===== config.mk =====
export PLATFORM = sky130hd
export DESIGN_NAME = fp_add_sched
export DESIGN_NICKNAME = d
export VERILOG_FILES = /design/src/rtl/fp_add_sched.sv
export SDC_FILE = /design/constraint.sdc
export NUM_CORES = 1
export LEC_CHECK = 0
export ABC_AREA = 1
export BUFFER_PORTS_ARGS = -buffer_cell sky130_fd_sc_hd__buf_2
export CORE_MARGIN = 5
export CORE_UTILIZATION = 35
export CTS_CLUSTER_SIZE = 8
export DETAILED_ROUTE_END_ITERATION = 6
export HOLD_SLACK_MARGIN = 0.02
export PLACE_DENSITY = 0.68
export SLEW_MARGIN = 20
export SYNTH_ARGS = -nofsm -noshare
export SYNTH_HDL_FRONTEND = slang
export SYNTH_SLANG_ARGS = --single-unit

===== constraint.sdc =====
create_clock -name clk -period 4.87 [get_ports clk]
set_clock_uncertainty 0.2 [all_clocks]
set_input_delay 1.461 -clock clk [delete_from_list [all_inputs] [get_ports clk]]
set_output_delay 1.461 -clock clk [all_outputs]
set_load 0.005 [all_outputs]

===== src/rtl/fp_add_sched.sv =====
// Round-robin sequencer sharing one combinational fp adder among N_REQ requesters.
// Optional per-requester sticky overflow/underflow flags: define FP_ADD_SCHED_STICKY_EN.
module fp_add_sched #(
    parameter int N_REQ = 2,
    parameter int PTR_W = $clog2(N_REQ)
) (
    input  logic                clk,
    input  logic                rst_n,
    input  logic [N_REQ-1:0]    req_valid,
    output logic [N_REQ-1:0]    req_ready,
    input  logic [32*N_REQ-1:0] req_a,
    input  logic [32*N_REQ-1:0] req_b,
    input  logic [3*N_REQ-1:0]  req_rmode,
    output logic [N_REQ-1:0]    rsp_valid,
    input  logic [N_REQ-1:0]    rsp_ready,
    output logic [31:0]         rsp_result,
    output logic                rsp_overflow,
    output logic                rsp_underflow,
    output logic [31:0]         add_a,
    output logic [31:0]         add_b,
    output logic [2:0]          add_rmode,
    input  logic [31:0]         add_result,
    input  logic                add_overflow,
    input  logic                add_underflow,
    output logic                busy
`ifdef FP_ADD_SCHED_STICKY_EN
    ,
    input  logic [N_REQ-1:0]    sticky_clr,
    output logic [N_REQ-1:0]    sticky_ovf,
    output logic [N_REQ-1:0]    sticky_unf
`endif
);

    typedef enum logic [1:0] {
        IDLE = 2'd0,
        EXEC = 2'd1,
        RESP = 2'd2
    } state_t;

    state_t           state, state_nxt;
    logic [PTR_W-1:0] rr_ptr, owner;
    logic [PTR_W-1:0] grant, next_ptr;
    logic [PTR_W:0]   idx;
    logic             grant_found;
    logic             accept;
    logic [31:0]      sel_a, sel_b;
    logic [2:0]       sel_rmode, rmode_c;
    logic [N_REQ-1:0] owner_oh, grant_oh;

    // Downward scan so the candidate closest to rr_ptr is the last one written.
    always_comb begin
        grant       = '0;
        grant_found = 1'b0;
        idx         = '0;
        for (int k = N_REQ - 1; k >= 0; k--) begin
            idx = {1'b0, rr_ptr} + (PTR_W+1)'(k);
            if (idx >= (PTR_W+1)'(N_REQ))
                idx = idx - (PTR_W+1)'(N_REQ);
            if (req_valid[idx[PTR_W-1:0]]) begin
                grant       = idx[PTR_W-1:0];
                grant_found = 1'b1;
            end
        end
    end

    always_comb begin
        sel_a     = '0;
        sel_b     = '0;
        sel_rmode = '0;
        grant_oh  = '0;
        owner_oh  = '0;
        for (int i = 0; i < N_REQ; i++) begin
            grant_oh[i] = (grant == PTR_W'(i));
            owner_oh[i] = (owner == PTR_W'(i));
            if (grant == PTR_W'(i)) begin
                sel_a     = req_a[32*i +: 32];
                sel_b     = req_b[32*i +: 32];
                sel_rmode = req_rmode[3*i +: 3];
            end
        end
    end

    // Reserved rounding encodings fall back to round-to-nearest-even.
    assign rmode_c  = (sel_rmode > 3'd4) ? 3'd0 : sel_rmode;
    assign next_ptr = (grant == PTR_W'(N_REQ - 1)) ? '0 : grant + 1'b1;

    always_comb begin
        state_nxt = state;
        req_ready = '0;
        rsp_valid = '0;
        accept    = 1'b0;
        case (state)
            IDLE: begin
                if (grant_found) begin
                    accept    = 1'b1;
                    req_ready = grant_oh;
                    state_nxt = EXEC;
                end
            end
            EXEC: state_nxt = RESP;
            RESP: begin
                rsp_valid = owner_oh;
                if (rsp_ready[owner])
                    state_nxt = IDLE;
            end
            default: state_nxt = IDLE;
        endcase
    end

    assign busy = (state != IDLE);

    always_ff @(posedge clk or negedge rst_n) begin
        if (!rst_n)
            state <= IDLE;
        else
            state <= state_nxt;
    end

    always_ff @(posedge clk or negedge rst_n) begin
        if (!rst_n) begin
            rr_ptr        <= '0;
            owner         <= '0;
            add_a         <= '0;
            add_b         <= '0;
            add_rmode     <= '0;
            rsp_result    <= '0;
            rsp_overflow  <= 1'b0;
            rsp_underflow <= 1'b0;
        end else begin
            if (accept) begin
                add_a     <= sel_a;
                add_b     <= sel_b;
                add_rmode <= rmode_c;
                owner     <= grant;
                rr_ptr    <= next_ptr;
            end
            if (state == EXEC) begin
                rsp_result    <= add_result;
                rsp_overflow  <= add_overflow;
                rsp_underflow <= add_underflow;
            end
        end
    end

`ifdef FP_ADD_SCHED_STICKY_EN
    logic [N_REQ-1:0] set_ovf, set_unf;

    assign set_ovf = (state == EXEC && add_overflow)  ? owner_oh : '0;
    assign set_unf = (state == EXEC && add_underflow) ? owner_oh : '0;

    // Set takes priority over a concurrent clear.
    always_ff @(posedge clk or negedge rst_n) begin
        if (!rst_n) begin
            sticky_ovf <= '0;
            sticky_unf <= '0;
        end else begin
            sticky_ovf <= (sticky_ovf & ~sticky_clr) | set_ovf;
            sticky_unf <= (sticky_unf & ~sticky_clr) | set_unf;
        end
    end
`endif

endmodule


==> impl_metrics.tcl, run 1 <==
set metrics [dict create \
    port_buffers 279 \
    cpMostUsedCell "nand2_1" \
    core_sq_um 12100 \
    hpwl_um 9880 \
    p_clk_frac 0.176 \
    end_kind "output port" \
    seq_area_frac_synth 0.601 \
    switching_power_mw 1.36 \
    setup_tns_ns 0 \
    critPathBufInv 3 \
    drc 0 \
    area_delta_synth_final_pct 41.2 \
    hold_viol_final 0 \
    syn_area_per_cell_sq_um 9.47 \
    drv_slew 0 \
    num-nets-final 908 \
    root_buffer "clkbuf_16" \
    routed_wl_um 13000 \
    syn-cell-area_sq_um 4370 \
    holdWs_ns 0.285 \
    setup.worst_path.start "req_valid[0]" \
    fp.dieH_um 122 \
    dr.pass1.iters 4 \
    worst-r2r-setup-slack_ns 2.91 \
    seqPwrFrac 0.405 \
    gp_congestion 0.806 \
    p_comb_frac 0.419 \
    drt_iter0_drc 217 \
    critPathTopFamily "simple AND/OR/NAND/NOR gates" \
    switching_share 0.360 \
    cts-htree-levels 3 \
    synth_seq_cells 105 \
    worstSetupPathType "in2out" \
    rr_endpoint "add_b[26]" \
    wl_per_cell_um 14.4 \
    grt_use_total 0.174 \
    grt_pass1_wl_um 20500 \
    clk_latency_ns 0.34 \
    slowest_stage "nand2_1" \
    placed_area_sq_um 5900 \
    start_kind "input port" \
    maxCapViolCount 0 \
    setup_ws_ns 1.04 \
    fp-row-count 40 \
    cts_tree "done" \
    path_clk_slew_ns 0.06 \
    drive_above_1_share 0.460 \
    min-delay-start "add_rmode[1]" \
    synth.distinct_cells 17 \
    ant_nets 0 \
    setup_viol 0 \
    fmax_mhz 261 \
    grt_pass1_vias 4153 \
    grt_remaining_overflow 0 \
    ios 280 \
    cts_made_buffers 9 \
    ctsResizeCount 0 \
    clkSinkCount 105 \
    clockBufferDepth 2 \
    dieArea_sq_um 14800 \
    post_cts_buffers 0 \
    initial_core_util 0.361 \
    die_width_um 122 \
    vias 4135 \
    p_leak_nw 3.37 \
    hold_class "reg2reg" \
    power.density_nw_per_um2 613 \
    ir_drop_v 0.000265 \
    antenna_cells 0 \
    grt_max_degree 70 \
    holdBufCountCts 0 \
    finish.instance_area_sq_um 6180 \
    path_cells "buf_2 -> nand2_1 -> nand2_1 -> nand2_1 -> inv_2 -> buf_2" \
    filler_cell_count 1139 \
    syn_nets 636 \
    dp_slack_ns 1.05 \
    vias_per_cell 4.56 \
    antenna_found_initial 0 \
    slowest_delay_ns 0.16 \
    rsz0062_at_grt "false" \
    post-route-period-util 0.786 \
    required_ns 3.21 \
    r2r-start "rr_ptr" \
    worstHoldEndpoint "add_rmode[1]" \
    holdPathStages 2 \
    crit_arrival_ns 2.17 \
    worst_r2r_path_depth 8 \
    synth_warnings 0 \
    status "completed" \
    maxSlewHeadroom 0.526 \
    worstMarginPinSlew_ns 0.711 \
    synthCells 462 \
    min_period_ns 3.83 \
    critPathMaxFanout 5 \
    cell_internal_pwr_mw 2.43 \
]
==> cells in the final DEF (no fill, tap or decap) <==
| cell | synthesis | routed |
|---|---|---|
| nor2_4 | 0 | 1 |
| nand2_1 | 212 | 212 |
| nor2_1 | 5 | 4 |
| nand3_1 | 68 | 68 |
| nand3b_1 | 1 | 1 |
| dfrtp_1 | 105 | 105 |
| inv_1 | 5 | 5 |
| clkbuf_1 | 7 | 1 |
| mux2_2 | 34 | 34 |
| o21ai_0 | 2 | 2 |
| nor2_2 | 1 | 1 |
| buf_2 | 12 | 278 |
| clkbuf_8 | 0 | 1 |
| clkinvlp_4 | 0 | 1 |
| or2_2 | 1 | 1 |
| clkinv_2 | 0 | 3 |
| clkbuf_16 | 0 | 9 |
| a21oi_1 | 1 | 1 |
| o21ai_4 | 0 | 1 |
| clkinv_4 | 0 | 1 |
| inv_2 | 2 | 2 |
| buf_4 | 1 | 7 |
==> power groups by stage <==
stage / combinational [mW] / clock [mW] / sequential (mW)
after floorplan: 0.843 / 0 / 1.58
after global placement: 1.59 / 0 / 1.53
after detailed placement: 1.63 / 0 / 1.54
after CTS: 1.63 / 0.693 / 1.53
after global routing: 1.79 / 0.730 / 1.59
final: 1.59 / 0.667 / 1.53
==> how the worst max path moves through the flow <==
stage / to / slack (ns) / cells after the start
2_1_floorplan: req_ready[1] / 1.16 / 4
4_1_cts: req_ready[0] / 1.05 / 6
5_1_grt: req_ready[0] / 0.98 / 6
6_report: req_ready[0] / 1.04 / 6
3_3_place_gp: req_ready[0] / 1.09 / 6
3_5_place_dp: req_ready[0] / 1.05 / 6
==> tightest hold or removal path: stages, from the launching register on <==
cell	delay (ns)
dfrtp_1	0.34
nand2_1	0.05
nand2_1	0.06
==> cells by family after synthesis <==
logic type,synth area share
AO/OA/AOI/OAI,0.00543
buffers and inverters,0.0378
flip-flops,0.601
multiplexers,0.0875
AND/OR/NAND/NOR,0.269
==> registers in the layout, indices dropped and copies added, names as in the netlist <==
register	count
rsp_overflow	1
state	2
rsp_underflow	1
rsp_result	32
rr_ptr	1
add_rmode	3
add_a	32
add_b	32
owner	1
==> final cells by class <==
type | count | area (sq um) | share of cell area
multi-input combinational | 326 | 1600 | 0.258
inverter | 7 | 26.3 | 0.00425
clock inverter | 5 | 31.3 | 0.00506
clock buffer | 11 | 243 | 0.0393
tap | 168 | 210 | 0.0340
sequential | 105 | 2630 | 0.425
timing repair buffer | 285 | 1440 | 0.234
==> cells in the mapped netlist, drive strengths merged <==
| master | number | area share |
|---|---|---|
| a21oi | 1 | 0.0011 |
| buf | 17 | 0.026 |
| clkbuf | 7 | 0.0060 |
| dfrtp | 105 | 0.60 |
| inv | 7 | 0.0060 |
| mux2 | 34 | 0.088 |
| nand2 | 212 | 0.18 |
| nand3 | 68 | 0.078 |
| nand3b | 1 | 0.0017 |
| nor2 | 6 | 0.0057 |
| o21ai | 3 | 0.0043 |
| or2 | 1 | 0.0014 |
==> per-layer routing <==
metal,vias to the layer above,part of all wire,global-route usage
li1,2029,-,-
met1,1910,0.39,0.206
met2,183,0.50,0.304
met3,13,0.095,0.0464
met4,0,0.016,0.0651
met5,-,0,0
==> stage by stage <==
| stage | utilization | cells | total power, mW |
|---|---|---|---|
| 3_3_place_gp | 0.488 | 891 | 3.12 |
| 3_5_place_dp | 0.488 | 891 | 3.17 |
| 5_1_grt | 0.510 | 907 | 4.11 |
| 4_1_cts | 0.510 | 907 | 3.86 |
| 2_1_floorplan | - | 462 | 2.42 |
| 6_report | 0.510 | 907 | 3.79 |
Note: power is estimated with default switching activity, not from simulation.
==> run 2: changes to the inputs <==
==> constraint.sdc (replaced) <==
create_clock -name clk -period 4 [get_ports clk]
set_clock_uncertainty 0.2 [all_clocks]
set_input_delay 1.2 -clock clk [delete_from_list [all_inputs] [get_ports clk]]
set_output_delay 1.2 -clock clk [all_outputs]
set_load 0.005 [all_outputs]
==> impl_metrics.tcl, run 2 (same netlist as run 1, synthesis figures left out) <==
set metrics [dict create \
    area_delta_synth_final_pct 41.9 \
    fmax_mhz 303 \
    dr.pass1.iters 4 \
    dp_slack_ns 0.706 \
    power.density_nw_per_um2 757 \
    cts_tree "done" \
    reg_top3 "add_a: 32 flops, add_b: 32 flops, rsp_result: 32 flops" \
    required_ns 2.60 \
    slowest_stage "nand2_1" \
    post-route-period-util 0.825 \
    num-nets-final 908 \
    path_cells "buf_2 -> nand2_1 -> nand2_1 -> nand2_1 -> inv_2 -> buf_2" \
    critPathMaxFanout 5 \
    setup_ws_ns 0.702 \
    fin_util 0.512 \
    hold_class "reg2reg" \
    cts_made_buffers 9 \
    grt_max_degree 70 \
    wl_per_cell_um 14.6 \
    setup_tns_ns 0 \
    port_buffers 279 \
    antenna_found_initial 0 \
    post_cts_buffers 0 \
    rsz0062_at_grt "false" \
    ant_nets 0 \
    root_buffer "clkbuf_16" \
    critPathBufInv 3 \
    final_common_cell "buf_2" \
    die_width_um 122 \
    status "completed" \
    finish.instance_area_sq_um 6210 \
    layout.cells.most_common_list "278 x buf_2, 212 x nand2_1, 105 x dfrtp_1" \
    dp_cells 891 \
    maxSlewHeadroom 0.438 \
    grt_pass1_vias 4265 \
    drv_slew 0 \
    critPathTopFamily "simple AND/OR/NAND/NOR gates" \
    routed_wl_um 13200 \
    end_kind "output port" \
    worstSetupPathType "in2out" \
    stdcell_count 907 \
    hpwl_um 10100 \
    hold_viol_final 0 \
    dieArea_sq_um 14800 \
    holdBufCountCts 0 \
    vias_per_cell 4.56 \
    cts-htree-levels 3 \
    grt_remaining_overflow 0 \
    ctsResizeCount 0 \
    drive_above_1_share 0.461 \
    drc 0 \
    ir_drop_v 0.000277 \
    placed_area_sq_um 5900 \
    maxCapViolCount 0 \
    core_sq_um 12100 \
    clk_latency_ns 0.33 \
    cpMostUsedCell "nand2_1" \
    path_clk_slew_ns 0.07 \
    ios 280 \
    gp_congestion 0.847 \
    min_period_ns 3.30 \
    vias 4136 \
    grt_use_total 0.171 \
    setup.worst_path.start "req_valid[0]" \
    multi_input_area_sq_um 1600 \
    clockBufferDepth 2 \
    p_leak_nw 3.38 \
    grt_pass1_wl_um 20400 \
    min-delay-start "add_rmode[0]" \
    antenna_cells 0 \
    worstMarginPinSlew_ns 0.843 \
    fp.dieH_um 122 \
    slowest_delay_ns 0.16 \
    fp-row-count 40 \
    filler_cell_count 1127 \
    setup_viol 0 \
    r2r-start "rr_ptr" \
    crit_arrival_ns 1.90 \
    initial_core_util 0.361 \
    drt_iter0_drc 275 \
    regArea_sq_um 2630 \
    clkSinkCount 105 \
    start_kind "input port" \
]
[run 2: cell types whose count changed in the layout (fill, tap and decap cells not counted)]
cell / before / now
bufinv_16: 0 / 1
inv_6: 0 / 2
clkinv_4: 1 / 0
clkinvlp_4: 1 / 0
clkbuf_1: 1 / 0
[run 2: worst paths after layout]
path | endpoint | slack (ns) | cells past startpoint
setup / recovery | req_ready[0] | 0.70 | 6
hold / removal | add_rmode[0] | 0.28 | 2
setup reg to reg | add_a[3] | 1.99 | 8
hold reg to reg | add_rmode[0] | 0.28 | 2
max in group asynchronous | rsp_result[7] | 2.03 | 2
min in group asynchronous | add_b[0] | 0.77 | 1
[run 2: routing by layer]
metal,wire [um],track usage,part of all wire,up-vias
met5,34,0,0.0026,-
met4,216,0.0560,0.016,2
met3,1140,0.0362,0.086,18
met2,6610,0.297,0.50,180
met1,5240,0.214,0.40,1914
li1,-,-,-,2022
[run 2: tightest hold or removal path, stage by stage (launching register included)]
cell	delay, ns
dfrtp_1	0.35
nand2_1	0.05
nand2_1	0.06
[run 2: cell type report]
cell class | count | share of cell area
inverter | 7 | 0.00423
timing repair buffer | 285 | 0.233
multi-input combinational | 326 | 0.257
sequential | 105 | 0.423
tap | 168 | 0.0339
clock inverter | 6 | 0.0101
clock buffer | 10 | 0.0385
[run 2: stage by stage]
step | total power [mW] | hold WS [ns]
after floorplan | 2.95 | 0.272
after global placement | 3.79 | 0.262
after detailed placement | 3.88 | 0.264
after CTS | 4.78 | 0.288
after global routing | 5.07 | 0.307
final | 4.70 | 0.285
[run 2: power by group]
group	switching [mW]	leakage [nW]	internal (mW)
logic	1.02	1.97	0.914
registers	0.275	1.26	1.60
clock network	0.378	0.153	0.504
total	1.68	3.38	3.02
==> run 3: changes to the inputs <==
==> constraint.sdc (replaced) <==
create_clock -name clk -period 3.05 [get_ports clk]
set_clock_uncertainty 0.2 [all_clocks]
set_input_delay 0.915 -clock clk [delete_from_list [all_inputs] [get_ports clk]]
set_output_delay 0.915 -clock clk [all_outputs]
set_load 0.005 [all_outputs]
==> impl_metrics.tcl, run 3 (same netlist as run 1, synthesis figures left out) <==
set metrics [dict create \
    fin_util 0.515 \
    worst-r2r-setup-slack_ns 1.06 \
    cts_made_buffers 9 \
    ctsResizeCount 0 \
    ios 280 \
    grt_max_degree 106 \
    holdPathStages 2 \
    p_leak_nw 3.39 \
    setup_tns_ns 0 \
    setup_ws_ns 0.321 \
    drv_slew 0 \
    root_buffer "clkbuf_16" \
    maxCapViolCount 0 \
    min-delay-start "add_rmode[1]" \
    drive_above_1_share 0.461 \
    maxSlewHeadroom 0.497 \
    slowest_stage "nand2_1" \
    clkSinkCount 105 \
    dr.pass1.iters 4 \
    antenna_found_initial 0 \
    hold_viol_final 0 \
    clk_latency_ns 0.33 \
    required_ns 1.93 \
    critPathBufInv 3 \
    setup_viol 0 \
    cpMostUsedCell "nand2_1" \
    grt_pass1_wl_um 20700 \
    slowest_delay_ns 0.16 \
    core_sq_um 12100 \
    fp.dieH_um 122 \
    initial_core_util 0.361 \
    layout.cells.most_common_list "278 x buf_2, 212 x nand2_1, 105 x dfrtp_1" \
    fmax_mhz 366 \
    post_cts_buffers 0 \
    power.density_nw_per_um2 1000 \
    grt_remaining_overflow 0 \
    post-route-period-util 0.895 \
    r2r-start "rr_ptr" \
    fp-row-count 40 \
    ir_drop_v 0.000381 \
    path_cells "buf_2 -> nand2_1 -> nand2_1 -> nand2_1 -> inv_2 -> buf_2" \
    cts-htree-levels 3 \
    worstMarginPinSlew_ns 0.754 \
    drt_iter0_drc 262 \
    crit_arrival_ns 1.61 \
    rr_endpoint "add_a[16]" \
    reg_top3 "add_a: 32 flops, add_b: 32 flops, rsp_result: 32 flops" \
    dp_slack_ns 0.320 \
    clockBufferDepth 2 \
    gp_congestion 0.837 \
    holdBufCountCts 0 \
    vias 4188 \
    worst_r2r_path_depth 8 \
    routed_wl_um 13300 \
    num-nets-final 907 \
    rsz0062_at_grt "false" \
    port_buffers 279 \
    worstSetupPathType "in2out" \
    final_common_cell "buf_2" \
    worstHoldEndpoint "add_rmode[1]" \
    hold_class "reg2reg" \
    grt_use_total 0.175 \
    die_width_um 122 \
    vias_per_cell 4.62 \
    end_kind "output port" \
    start_kind "input port" \
    wl_per_cell_um 14.6 \
    drc 0 \
    ant_nets 0 \
    path_clk_slew_ns 0.07 \
    area_delta_synth_final_pct 42.6 \
    hpwl_um 9870 \
    grt_pass1_vias 4319 \
    critPathMaxFanout 5 \
    cts_tree "done" \
    status "completed" \
    dieArea_sq_um 14800 \
    antenna_cells 0 \
    min_period_ns 2.73 \
    critPathTopFamily "simple AND/OR/NAND/NOR gates" \
]
==> run 3: cell types whose count changed in the layout (fill, tap and decap cells not counted), sizes merged <==
cell / before / now
buf: 285 / 284
bufinv: 1 / 2
clkinv: 3 / 2
clkinvlp: 0 / 1
inv: 9 / 8
==> run 3: layout make-up <==
class,count,area (sq um)
Fill cell,1134,5870
Sequential cell,105,2630
Multi-Input combinational cell,326,1600
Timing Repair Buffer,284,1450
Clock buffer,10,239
Tap cell,168,210
Clock inverter,6,90.1
Inverter,7,26.3
==> run 3: worst max path at each step <==
stage / from / end / slack [ns] / depth (start not counted)
final: req_valid[0] / req_ready[0] / 0.32 / 6
after global routing: req_valid[0] / req_ready[0] / 0.24 / 6
after CTS: req_valid[0] / req_ready[0] / 0.32 / 6
after detailed placement: req_valid[0] / req_ready[0] / 0.32 / 6
after global placement: req_valid[0] / req_ready[0] / 0.35 / 6
after floorplan: req_valid[0] / req_ready[1] / 0.43 / 4
==> run 3: stage by stage <==
stage               hold slack [ns]  total power, mW  cell area, sq um  cells
floorplan                     0.272             3.87              4370    462
global placement              0.263             4.97              5910    890
detailed placement            0.260             5.08              5910    890
CTS                           0.286             6.35              6240    906
global route                  0.307             6.74              6240    906
finish                        0.285             6.25              6240    906
==> run 3: per-layer routing <==
metal / vias to the layer above / GRT usage / wire, um
met5: - / 0 / 0
met4: 0 / 0.0763 / 354
met3: 26 / 0.0422 / 1200
met2: 198 / 0.312 / 6670
met1: 1934 / 0.198 / 5040
li1: 2030 / - / -
==> run 3: power by group <==
group | switching [mW] | internal (mW)
clock | 0.502 | 0.745
combinational | 1.35 | 1.20
sequential | 0.349 | 2.10
total | 2.20 | 4.04
==> run 3: tightest hold or removal path: cells and delay by family (launching register included) <==
family | cells | cell delay, ns
AND/OR/NAND/NOR | 2 | 0.11
flip-flops | 1 | 0.34
